==> src/rtl/uart_frame_parser.sv <==
// Framed command parser behind the UART receiver: SOF, LEN, payload, XOR checksum.
// A validated payload is held until acked and read through a registered random-access port.
module uart_frame_parser #(
    parameter logic [7:0] SOF     = 8'hA5,
    parameter int         MAX_LEN = 16,
    parameter int         AW      = 4,
    parameter int         TIMEOUT = 312500
) (
    input  logic          clk,
    input  logic          rst_n,
    input  logic [7:0]    byte_i,
    input  logic          byte_vld_i,
    output logic          frm_valid_o,
    output logic [AW:0]   frm_len_o,
    input  logic          frm_ack_i,
    input  logic [AW-1:0] rd_addr_i,
    output logic [7:0]    rd_data_o,
    output logic          err_o,
    output logic [1:0]    err_code_o,
    output logic          ovf_o,
    output logic [2:0]    dbg_state
);

    localparam int            CW        = $clog2(TIMEOUT);
    localparam logic [CW-1:0] CNT_LAST  = CW'(TIMEOUT - 1);
    localparam logic [7:0]    MAX_LEN_B = 8'(MAX_LEN);
    localparam logic [AW:0]   MAX_LEN_A = (AW+1)'(MAX_LEN);

    typedef enum logic [2:0] {S_IDLE, S_LEN, S_PAY, S_CHK, S_HOLD} state_t;

    state_t        state_q, state_d;
    logic [AW:0]   len_q, len_d;
    logic [AW:0]   idx_q, idx_d;
    logic [7:0]    chk_q, chk_d;
    logic [CW-1:0] cnt_q, cnt_d;
    logic [AW:0]   frm_len_d;
    logic          err_d, ovf_d, wr_en, active;
    logic [1:0]    err_code_d;
    logic [7:0]    pay_mem [2**AW];

    assign active      = (state_q == S_LEN) || (state_q == S_PAY) || (state_q == S_CHK);
    assign frm_valid_o = (state_q == S_HOLD);
    assign dbg_state   = state_q;

    always_comb begin
        state_d    = state_q;
        len_d      = len_q;
        idx_d      = idx_q;
        chk_d      = chk_q;
        cnt_d      = '0;
        frm_len_d  = frm_len_o;
        err_d      = 1'b0;
        err_code_d = err_code_o;
        ovf_d      = 1'b0;
        wr_en      = 1'b0;
        case (state_q)
            S_IDLE: begin
                if (byte_vld_i && byte_i == SOF) state_d = S_LEN;
            end
            S_LEN: begin
                if (byte_vld_i) begin
                    if (byte_i == 8'h00 || byte_i > MAX_LEN_B) begin
                        state_d    = S_IDLE;
                        err_d      = 1'b1;
                        err_code_d = 2'b01;
                    end else begin
                        len_d   = byte_i[AW:0];
                        chk_d   = byte_i;
                        idx_d   = '0;
                        state_d = S_PAY;
                    end
                end
            end
            S_PAY: begin
                if (byte_vld_i) begin
                    wr_en = 1'b1;
                    chk_d = chk_q ^ byte_i;
                    idx_d = idx_q + (AW+1)'(1);
                    if (idx_q + (AW+1)'(1) == len_q) state_d = S_CHK;
                end
            end
            S_CHK: begin
                if (byte_vld_i) begin
                    if (byte_i == chk_q) begin
                        state_d   = S_HOLD;
                        frm_len_d = len_q;
                    end else begin
                        state_d    = S_IDLE;
                        err_d      = 1'b1;
                        err_code_d = 2'b10;
                    end
                end
            end
            S_HOLD: begin
                // Buffer is frozen: any byte here is lost, even on the ack cycle.
                ovf_d = byte_vld_i;
                if (frm_ack_i) state_d = S_IDLE;
            end
            default: state_d = S_IDLE;
        endcase
        // Inter-byte timeout; a byte on the terminal count cycle takes precedence.
        if (active && !byte_vld_i) begin
            if (cnt_q == CNT_LAST) begin
                state_d    = S_IDLE;
                err_d      = 1'b1;
                err_code_d = 2'b11;
            end else begin
                cnt_d = cnt_q + CW'(1);
            end
        end
    end

    always_ff @(posedge clk) begin
        if (!rst_n) begin
            state_q    <= S_IDLE;
            len_q      <= '0;
            idx_q      <= '0;
            chk_q      <= '0;
            cnt_q      <= '0;
            frm_len_o  <= '0;
            err_o      <= 1'b0;
            err_code_o <= 2'b00;
            ovf_o      <= 1'b0;
            rd_data_o  <= 8'h00;
        end else begin
            state_q    <= state_d;
            len_q      <= len_d;
            idx_q      <= idx_d;
            chk_q      <= chk_d;
            cnt_q      <= cnt_d;
            frm_len_o  <= frm_len_d;
            err_o      <= err_d;
            err_code_o <= err_code_d;
            ovf_o      <= ovf_d;
            rd_data_o  <= ({1'b0, rd_addr_i} < MAX_LEN_A) ? pay_mem[rd_addr_i] : 8'h00;
        end
    end

    always_ff @(posedge clk) begin
        if (wr_en) pay_mem[idx_q[AW-1:0]] <= byte_i;
    end

endmodule

==> config.mk <==
export PLATFORM = sky130hd
export DESIGN_NAME = uart_frame_parser
export DESIGN_NICKNAME = d
export VERILOG_FILES = /design/src/rtl/uart_frame_parser.sv
export SDC_FILE = /design/constraint.sdc
export NUM_CORES = 1
export LEC_CHECK = 0
export ABC_AREA = 0
export ABC_CLOCK_PERIOD_IN_PS = 2000
export CAP_MARGIN = 10
export CORE_MARGIN = 2
export CORE_UTILIZATION = 38
export CTS_CLUSTER_DIAMETER = 40
export DETAILED_ROUTE_END_ITERATION = 6
export DONT_BUFFER_PORTS = 1
export PLACE_DENSITY = 0.62
export SLEW_MARGIN = 5
export SYNTH_ARGS = -nofsm -noshare
export SYNTH_HDL_FRONTEND = slang
export SYNTH_SLANG_ARGS = --single-unit
==> constraint.sdc <==
create_clock -name clk -period 2 [get_ports clk]
set_clock_uncertainty 0.15 [all_clocks]
set_input_delay 0.3 -clock clk [delete_from_list [all_inputs] [get_ports clk]]
set_output_delay 0.3 -clock clk [all_outputs]
set_load 0.05 [all_outputs]
==> metrics.md <==
| Metric | Value |
|---|---|
| Clk slew on worst S/H paths | `0.08 ns` |
| Pre-CTS WS | `about 0.047 ns` |
| Clk sinks | `185` |
| I/O pins | `37` |
| Area taken by multi-input logic gates | `2670 um2` |
| Initial antenna violation count | `1` |
| Top cells by count, synth | `edfxtp_1, dfxtp_1, nor2_1` |
| Placeable Area | `20200 um2` |
| CP max FO | `14` |
| CTS Buf Count | `17` |
| Antenna cells | `0` |
| Fin worst setup slack | `0.0909 ns` |
| Reg-to-Reg End | `idx_q[0]` |
| Critical path class | `reg2reg` |
| Pre-antenna DRT Iters | `5` |
| Syn. warnings | `0` |
| Post-Synth XOR/XNOR Area | `4.06%` |
| Worst EP required | `2.21 ns` |
| Routed via count | `4614` |
| Rel. slew slack | `40.5%` |
| Post-synth EDFFs | `128` |
| Die Y | `roughly 150 um` |
| Max Clk Rate | `between 500 and 600 MHz` |
| Max clock buf depth | `2` |
| Post-synth cell types | `53` |
| Avg Synthesized Cell Area | `14.3 um2` |
| Mapped Nets | `563` |
| Final HPWL DP | `10600 um` |
| R2R Setup Slk | `0.09 ns` |
| Worst-margin pin slew | `about 0.89 ns` |
| Final wirelength | `between 15000 and 20000 um` |
| Initial drt markers | `365` |
| Most common cell in the netlist | `edfxtp_1` |
| Global-route wire length before repair | `27300 um` |
| Adder-cell share of the synthesized area | `0.805%` |
| Worst hold path depth | `2` |
| Peak VDD IR | `0.666 mV` |
| Mapped Area | `7770 um2` |
| Grt ovf | `0` |
| Die X | `around 150 um` |
| Fin cells | `852` |
| Max-Cap Viols | `0` |
| Endpoints failing hold | `0` |
| Remaining DRCs | `0` |
| Critical Path Source | `dbg_state[1]` |
| Clk_lat worst skew | `0.44 ns` |
| # setup viols final | `0` |
| Worst reg2reg startpoint | `dbg_state[1]` |
| Max Transition Viols Final | `0` |
| Final Cell Area | `about 9000 um2` |
| Port Buffers | `0` |
| DR WL/cell | `20.7 um` |
| Main combinational cell family by area after synthesis | `multiplexers` |
| Leading post-synthesis cells by cell area | `edfxtp_1, dfxtp_1, mux4_2` |
| Placed inst area | `around 8200 um2` |
| RD Place Congestion | `around 0.77` |
| CP Capture Type | `register` |
| Dpl cells | `~800` |
| Outcome | `finished, final reports clean` |
| Multiplexer share of the synthesized area | `12.9%` |
| Sequential-to-total area share from yosys stat | `64.2%` |
| Yosys top cell area share | `49.5%` |
| FILL cells | `approximately 1800` |
| Hold Worst Slack | `0.00287 ns` |
| Rows | `52` |
| Seq. cell area | `4990 um2` |
| Layout cell share with drive strength beyond 1 | `19.4%` |
| Total Routing Usage GR | `17.0%` |
| Final ANT Viol Nets | `0` |
| Largest net degree at the start of global routing | `33` |
| Die Area | `21600 um2` |
| Worst Path Arrival | `about 2.1 ns` |
| Nets | `between 500 and 600` |
| R2R depth | `7` |
| Tmin final | `1.91 ns` |
| Final core occ | `approximately 44%` |
| Post-Synthesis Cells | `542` |
| Tcrit/Tclk final | `a little over nine tenths` |
| Fraction of registers with async set/reset | `0%` |
| Vias/cell | `around 5.4` |
| Vias in the first global route | `4640` |
| Simple logic cell fraction of the synthesized area | `11.1%` |
| Compound-cell area share of the yosys netlist | `about 4.8%` |
| Critical Path Sink | `idx_q[0]` |
| CTS tree | `yes` |
| Startpoint class of the critical path | `register` |
| Area leader, netlist | `edfxtp_1` |
| HP Class | `in2reg` |
| P&R area growth vs syn | `15.4%` |
| Seq cells post-synth | `185` |
| H-tree lvl count | `4` |
| Initial Utilization | `38.5%` |
| CTS root buffer | `clkbuf_16` |
| Synth Flop Type | `edfxtp_1` |
| LEAKAGE | `~2.9 nW` |
| PwrDens | `856 nW/um2` |
## through the flow
stage | total power [mW] | setup TNS [ns]
global route | 7.90 | -0.0113
floorplan | 4.45 | 0
CTS | 7.73 | 0
detailed placement | 4.43 | 0
global placement | 4.43 | 0
finish | 7.67 | 0
## routing by layer
layer	track usage (%)	up-vias	routed length, um
li1	-	2101	-
met1	24.0	2317	7790
met4	6.01	0	358
met3	4.50	26	1390
met2	25.7	170	8130
met5	0	-	0
## power by group
| group | switching [mW] | total [mW] | internal (mW) |
|---|---|---|---|
| clock | 1.58 | 3.25 | 1.67 |
| combinational | 0.143 | 0.269 | 0.126 |
| sequential | 0.0565 | 4.15 | 4.10 |
| total | 1.78 | 7.67 | 5.89 |
## flip-flops by register name, indices dropped and copies added, names as in the netlist
signal      cells
pay_mem       128
cnt_q          19
chk_q           8
rd_data_o       8
frm_len_o       5
idx_q           5
len_q           5
dbg_state       3
err_code_o      2
err_o           1
ovf_o           1
## critical path, cell delays in order, from the launching register on
cell	delay (ns)
dfxtp_4	0.35
buf_6	0.15
nand2b_1	0.12
nor2_4	0.12
buf_4	0.14
o21ai_0	0.08
dlygate4sd3_1	0.58
a21oi_1	0.16
## repair_timing
item,in CTS,in global routing
gates resized for setup,1,8
endpoints found under the setup margin,1,28
hold endpoints to repair,161,0
setup buffers,0,0
hold buffers,17,0
## cell families after synthesis
group	Yosys count
adder cells (fa/ha/maj)	5
XOR/XNOR	36
multiplexers	60
AND/OR/NAND/NOR	159
flip-flops	185
AO/OA/AOI/OAI	61
buffers and inverters	36
## final cells by class
class	instances	share of cell area, %
multi-input cells	321	29.7
well taps	270	3.77
inverters	5	0.209
flip-flops and latches	185	55.7
repair buffers	39	4.23
clock inverters	15	1.66
clock buffers	17	4.74
## cells in the final DEF (no fill, tap or decap), drive strengths merged, types with 2 or more instances in the layout
master and instances:
edfxtp 128, dfxtp 57, nor2 42, nand2 33, mux4 32, mux2i 28, xnor2 22, buf 22
clkbuf 17, dlygate4sd3 16, and2 16, o21ai 15, inv 15, xor2 14, a21oi 13, o22ai 10
nor4b 10, nand3 9, a31oi 9, nor3 8, nor2b 7, and3 6, nand4 6, ha 5
nor3b 5, clkinv 5, nand2b 4, and4 3, o31ai 3, a22oi 3, or3 2, nor4 2
or2 2
## worst min-delay path by stage
stage | startpoint | endpoint | slack, ns
6_report | rd_addr_i[3] | rd_data_o[7] | 0.003
5_1_grt | rd_addr_i[3] | rd_data_o[7] | 0.01
4_1_cts | byte_i[5] | chk_q[5] | 0.005
3_5_place_dp | byte_i[2] | pay_mem[15][2] | 0.25
3_3_place_gp | byte_i[2] | pay_mem[12][2] | 0.25
2_1_floorplan | byte_i[0] | pay_mem[0][0] | 0.25
Power figures use the tool's default switching activity.
==> patch 1 (same flow settings) <==
`TIMEOUT`: 312500 -> 625000.
--- a/src/rtl/uart_frame_parser.sv
+++ b/src/rtl/uart_frame_parser.sv
@@ -4,7 +4,7 @@
     parameter logic [7:0] SOF     = 8'hA5,
     parameter int         MAX_LEN = 16,
     parameter int         AW      = 4,
-    parameter int         TIMEOUT = 312500
+    parameter int         TIMEOUT = 625000
 ) (
     input  logic          clk,
     input  logic          rst_n,
Check against the original RTL: same outputs for any inputs over 4 cycles, from zero or initial values and one cycle with rst_n low; that may be too few to reach the edited logic, so the function may still have changed.
==> patch 1 against the unedited design <==
Count of clock-buffer cells in the layout is 2 higher; wire length grew 3.0%; first-iteration DRC count down 14%; synthesized area rose by 2.6%; synthesized cell count rose by 12%; register-to-register slack improved by 0.06 ns; power is 0.87% lower; sequential cell count up 1; clock power down 2%; setup slack better by 0.051 ns; design area up 4.1%; via count increased by 7.9%; critical path type is now register to output pin; largest cell class unchanged; largest power group unchanged.
==> patch 1: results (changes against the unedited design) <==
GRT
  – GRT Resource Usage Total: 0.174 (was 0.170)
  – Vias in the first global route: 5157 (was 4640)
  – Routing usage on met1: 0.229 (was 0.240)
  – Initial antenna violation count: 3 (was 1)
  – First-pass GRT wire length: 28700 um (was 27300 um)
  – GR Layer Usage met2: 0.276 (was 0.257)
  – Largest net degree at the start of global routing: 49 (was 33)
  – GR Util met3: 0.0486 (was 0.0450)

Pwr
  – Comb pwr: 0.000247 W (was 0.000269 W)
  – Clock network power: 0.00319 W (was 0.00325 W)
  – Psw: 0.00172 W (was 0.00178 W)
  – Worst VDD drop: 0.610 mV (was 0.666 mV)
  – Leak Pwr: 2.99 nW (was 2.90 nW)
  – Share of total power in the clock network: 0.419 (was 0.424)

Clock tree
  – Hold_buf cts: 15 (was 17)
  – Clk slew on worst S/H paths: 0.06 ns (was 0.08 ns)

Worst hold path
  – Hold Path End: chk_q[4] (was rd_data_o[7])
  – Hold Crit Depth: 3 (was 2)
  – Hold path startpoint: byte_i[4] (was rd_addr_i[3])

Routing
  – Highest metal used: met5 (was met4)
  – WL met2: 8620 um (was 8130 um)
  – Met3 WL: 1140 um (was 1390 um)
  – Routed via count: 4980 (was 4614)
  – Initial DRC Count: 314 (was 365)
  – Wire per inst: 19.9 um (was 20.7 um)
  – Met1 WL: 8100 um (was 7790 um)

Place
  – Pre-CTS setup slack: 0.130 ns (was 0.0472 ns)
  – DP Wirelength: 11000 um (was 10600 um)
  – Dpl cell area: 8600 um^2 (was 8190 um^2)
  – Dpl cells: 868 (was 803)
  – GP Congestion: 0.779 (was 0.772)

Finish
  – Filler cells: 1848 (was 1813)
  – Diode count: 0 (unchanged)
  – Layout cell share with drive strength beyond 1: 0.180 (was 0.194)
  – Nets@finish: 653 (was 590)

Worst setup path
  – Reg-to-Reg End: dbg_state[1] (was idx_q[0])
  – CP Max Fanout: 10 (was 14)
  – WP data arrival: 1.41 ns (was 2.12 ns)
  – Reg2reg start: cnt_q[0] (was dbg_state[1])
  – Worst Reg-to-Reg Cells: 6 (was 7)

STA
  – Hold WS: 0.0166 ns (was 0.00287 ns)
  – Fmax: 0.538 GHz (was 0.524 GHz)

Synth
  – Syn Area/Cell: 13.2 um^2 (was 14.3 um^2)
  – Top cells by instance count after synthesis: edfxtp_1 (128), dfxtp_1 (58), nor2_1 (54), nand2_1 (45) (was edfxtp_1 (128), dfxtp_1 (57), nor2_1 (42), nand2_1 (33), mux4_2 (32))
  – Post-synth ARST share: 0 (unchanged)
  – Synth area leaders: edfxtp_1 (48%), dfxtp_1 (15%), mux4_2 (5.6%), mux2i_1 (2.6%), nor2_1 (2.5%) (was edfxtp_1 (49%), dfxtp_1 (15%), mux4_2 (9.3%), mux2i_1 (3.5%), xnor2_1 (2.5%))

Run status
  – Status: finished, final reports clean (unchanged)
==> patch 1: critical path, cell delays in order (launching register included) <==
cell,delay (ns)
dfxtp_4,0.38
buf_4,0.21
nor3_2,0.16
buf_4,0.22
==> patch 1: cell type report <==
cell class / instances / area (um^2) / area share
repair buffers: 43 / 483 / 0.0518
inverters: 7 / 26.3 / 0.00282
clock buffers: 19 / 433 / 0.0464
well taps: 270 / 338 / 0.0362
multi-input cells: 377 / 2900 / 0.311
flip-flops and latches: 186 / 5010 / 0.537
clock inverters: 13 / 134 / 0.0143
==> patch 1: cells by family (layout without fill, tap and decap cells) <==
family,count (synthesis),after routing,synth area share
AO/OA/AOI/OAI,89,89,0.0769
XOR/XNOR,31,31,0.0341
adder cells (fa/ha/maj),5,5,0.00785
buffers and inverters,43,82,0.0261
flip-flops,186,186,0.628
multiplexers,50,50,0.0960
AND/OR/NAND/NOR,202,202,0.131
==> patch 2 (same settings) <==
Made on the original files. Put one more register stage on the output `dbg_state`, cleared by the reset. The value now appears one clock later. The other outputs are not delayed to match.
--- a/src/rtl/uart_frame_parser.sv
+++ b/src/rtl/uart_frame_parser.sv
@@ -40,7 +40,13 @@
 
     assign active      = (state_q == S_LEN) || (state_q == S_PAY) || (state_q == S_CHK);
     assign frm_valid_o = (state_q == S_HOLD);
-    assign dbg_state   = state_q;
+    always_ff @(posedge clk) begin
+        if (!rst_n) begin
+            dbg_state <= '0;
+        end else begin
+            dbg_state <= state_q;
+        end
+    end
 
     always_comb begin
         state_d    = state_q;
Function: changed (Yosys sat finds a counterexample within 4 cycles, from zero or initial values and one cycle with rst_n low).
==> patch 2 against the unedited design <==
Power increased by 2.6%; worst hold slack better by 0.020 ns; maximum frequency fell by 3.5%; via count up 6.8%; synthesized area is 1.0% higher; sequential cell count is 3 higher; count of clock-buffer cells in the layout unchanged; wire length rose by 3.3%; setup slack worse by 0.069 ns; design area grew 2.4%; largest power group unchanged.
==> patch 2: results (changes against the unedited design) <==
Run status
  – Status: finished, final reports clean (unchanged)

Place
  – Pre-CTS setup slack: -0.00886 ns (was 0.0472 ns)
  – Dpl cell area: 8400 um^2 (was 8190 um^2)
  – DP Wirelength: 11200 um (was 10600 um)
  – Dpl cells: 865 (was 803)

Routing
  – Met3 WL: 1560 um (was 1390 um)
  – Final WL: 18200 um (was 17700 um)
  – Initial DRC Count: 372 (was 365)

Pwr
  – Worst VDD drop: 0.706 mV (was 0.666 mV)
  – Clock network power: 0.00341 W (was 0.00325 W)
  – Share of total power in the clock network: 0.433 (was 0.424)

Finish
  – Filler cells: 1763 (was 1813)
  – Nets@finish: 651 (was 590)
  – Final Instance Count excl. Fillers: 915 (was 852)

Worst setup path
  – CP peak stage delay: 0.50 ns (was 0.58 ns)
  – Crit path max-delay family: simple AND/OR/NAND/NOR gates (was buffers and inverters)

Synth
  – Top cells by instance count after synthesis: edfxtp_1 (128), dfxtp_1 (60), nor2_1 (53), nand2_1 (46), mux2i_1 (30) (was edfxtp_1 (128), dfxtp_1 (57), nor2_1 (42), nand2_1 (33), mux4_2 (32))
  – Compound-Gate Fraction of Synth Area: 0.0631 (was 0.0478)
  – Fraction of synthesized cell area in xor and xnor cells: 0.0312 (was 0.0406)
  – Adder-cell share of the synthesized area: 0.00797 (was 0.00805)
  – Netlist cell types: 58 (was 53)

GRT
  – Initial antenna violation count: 2 (was 1)
  – Largest net degree at the start of global routing: 45 (was 33)
  – GR Layer Usage met2: 0.279 (was 0.257)
  – First-pass GRT wire length: 28400 um (was 27300 um)

Die
  – Die area: 21800 um^2 (was 21600 um^2)
## patch 2: changes by cell type after synthesis, moves of 9 or more
cell and delta:
o211ai_1 +10, mux4_2 -11, nor2_1 +11, xnor2_1 -12, nand2_1 +13, nand3_1 +9
## patch 2: area by class of cell
cell class / instances / area, um^2 / area share
clock inverter: 15 / 170 / 0.0185
tap: 270 / 338 / 0.0368
clock buffer: 17 / 425 / 0.0463
timing repair buffer: 50 / 465 / 0.0507
multi-input combinational: 361 / 2690 / 0.293
sequential: 188 / 5050 / 0.549
inverter: 12 / 45.0 / 0.00490
antenna: 2 / 5.00 / 0.000545
## patch 2: worst paths after layout
check / from / end / slack, ns / cells past startpoint
max reg2reg: cnt_q[6] / state_q[2] / 0.02 / 5
min reg2reg: cnt_q[0] / cnt_q[0] / 0.33 / 1
min: rd_addr_i[2] / rd_data_o[1] / 0.02 / 3
max: cnt_q[6] / state_q[2] / 0.02 / 5
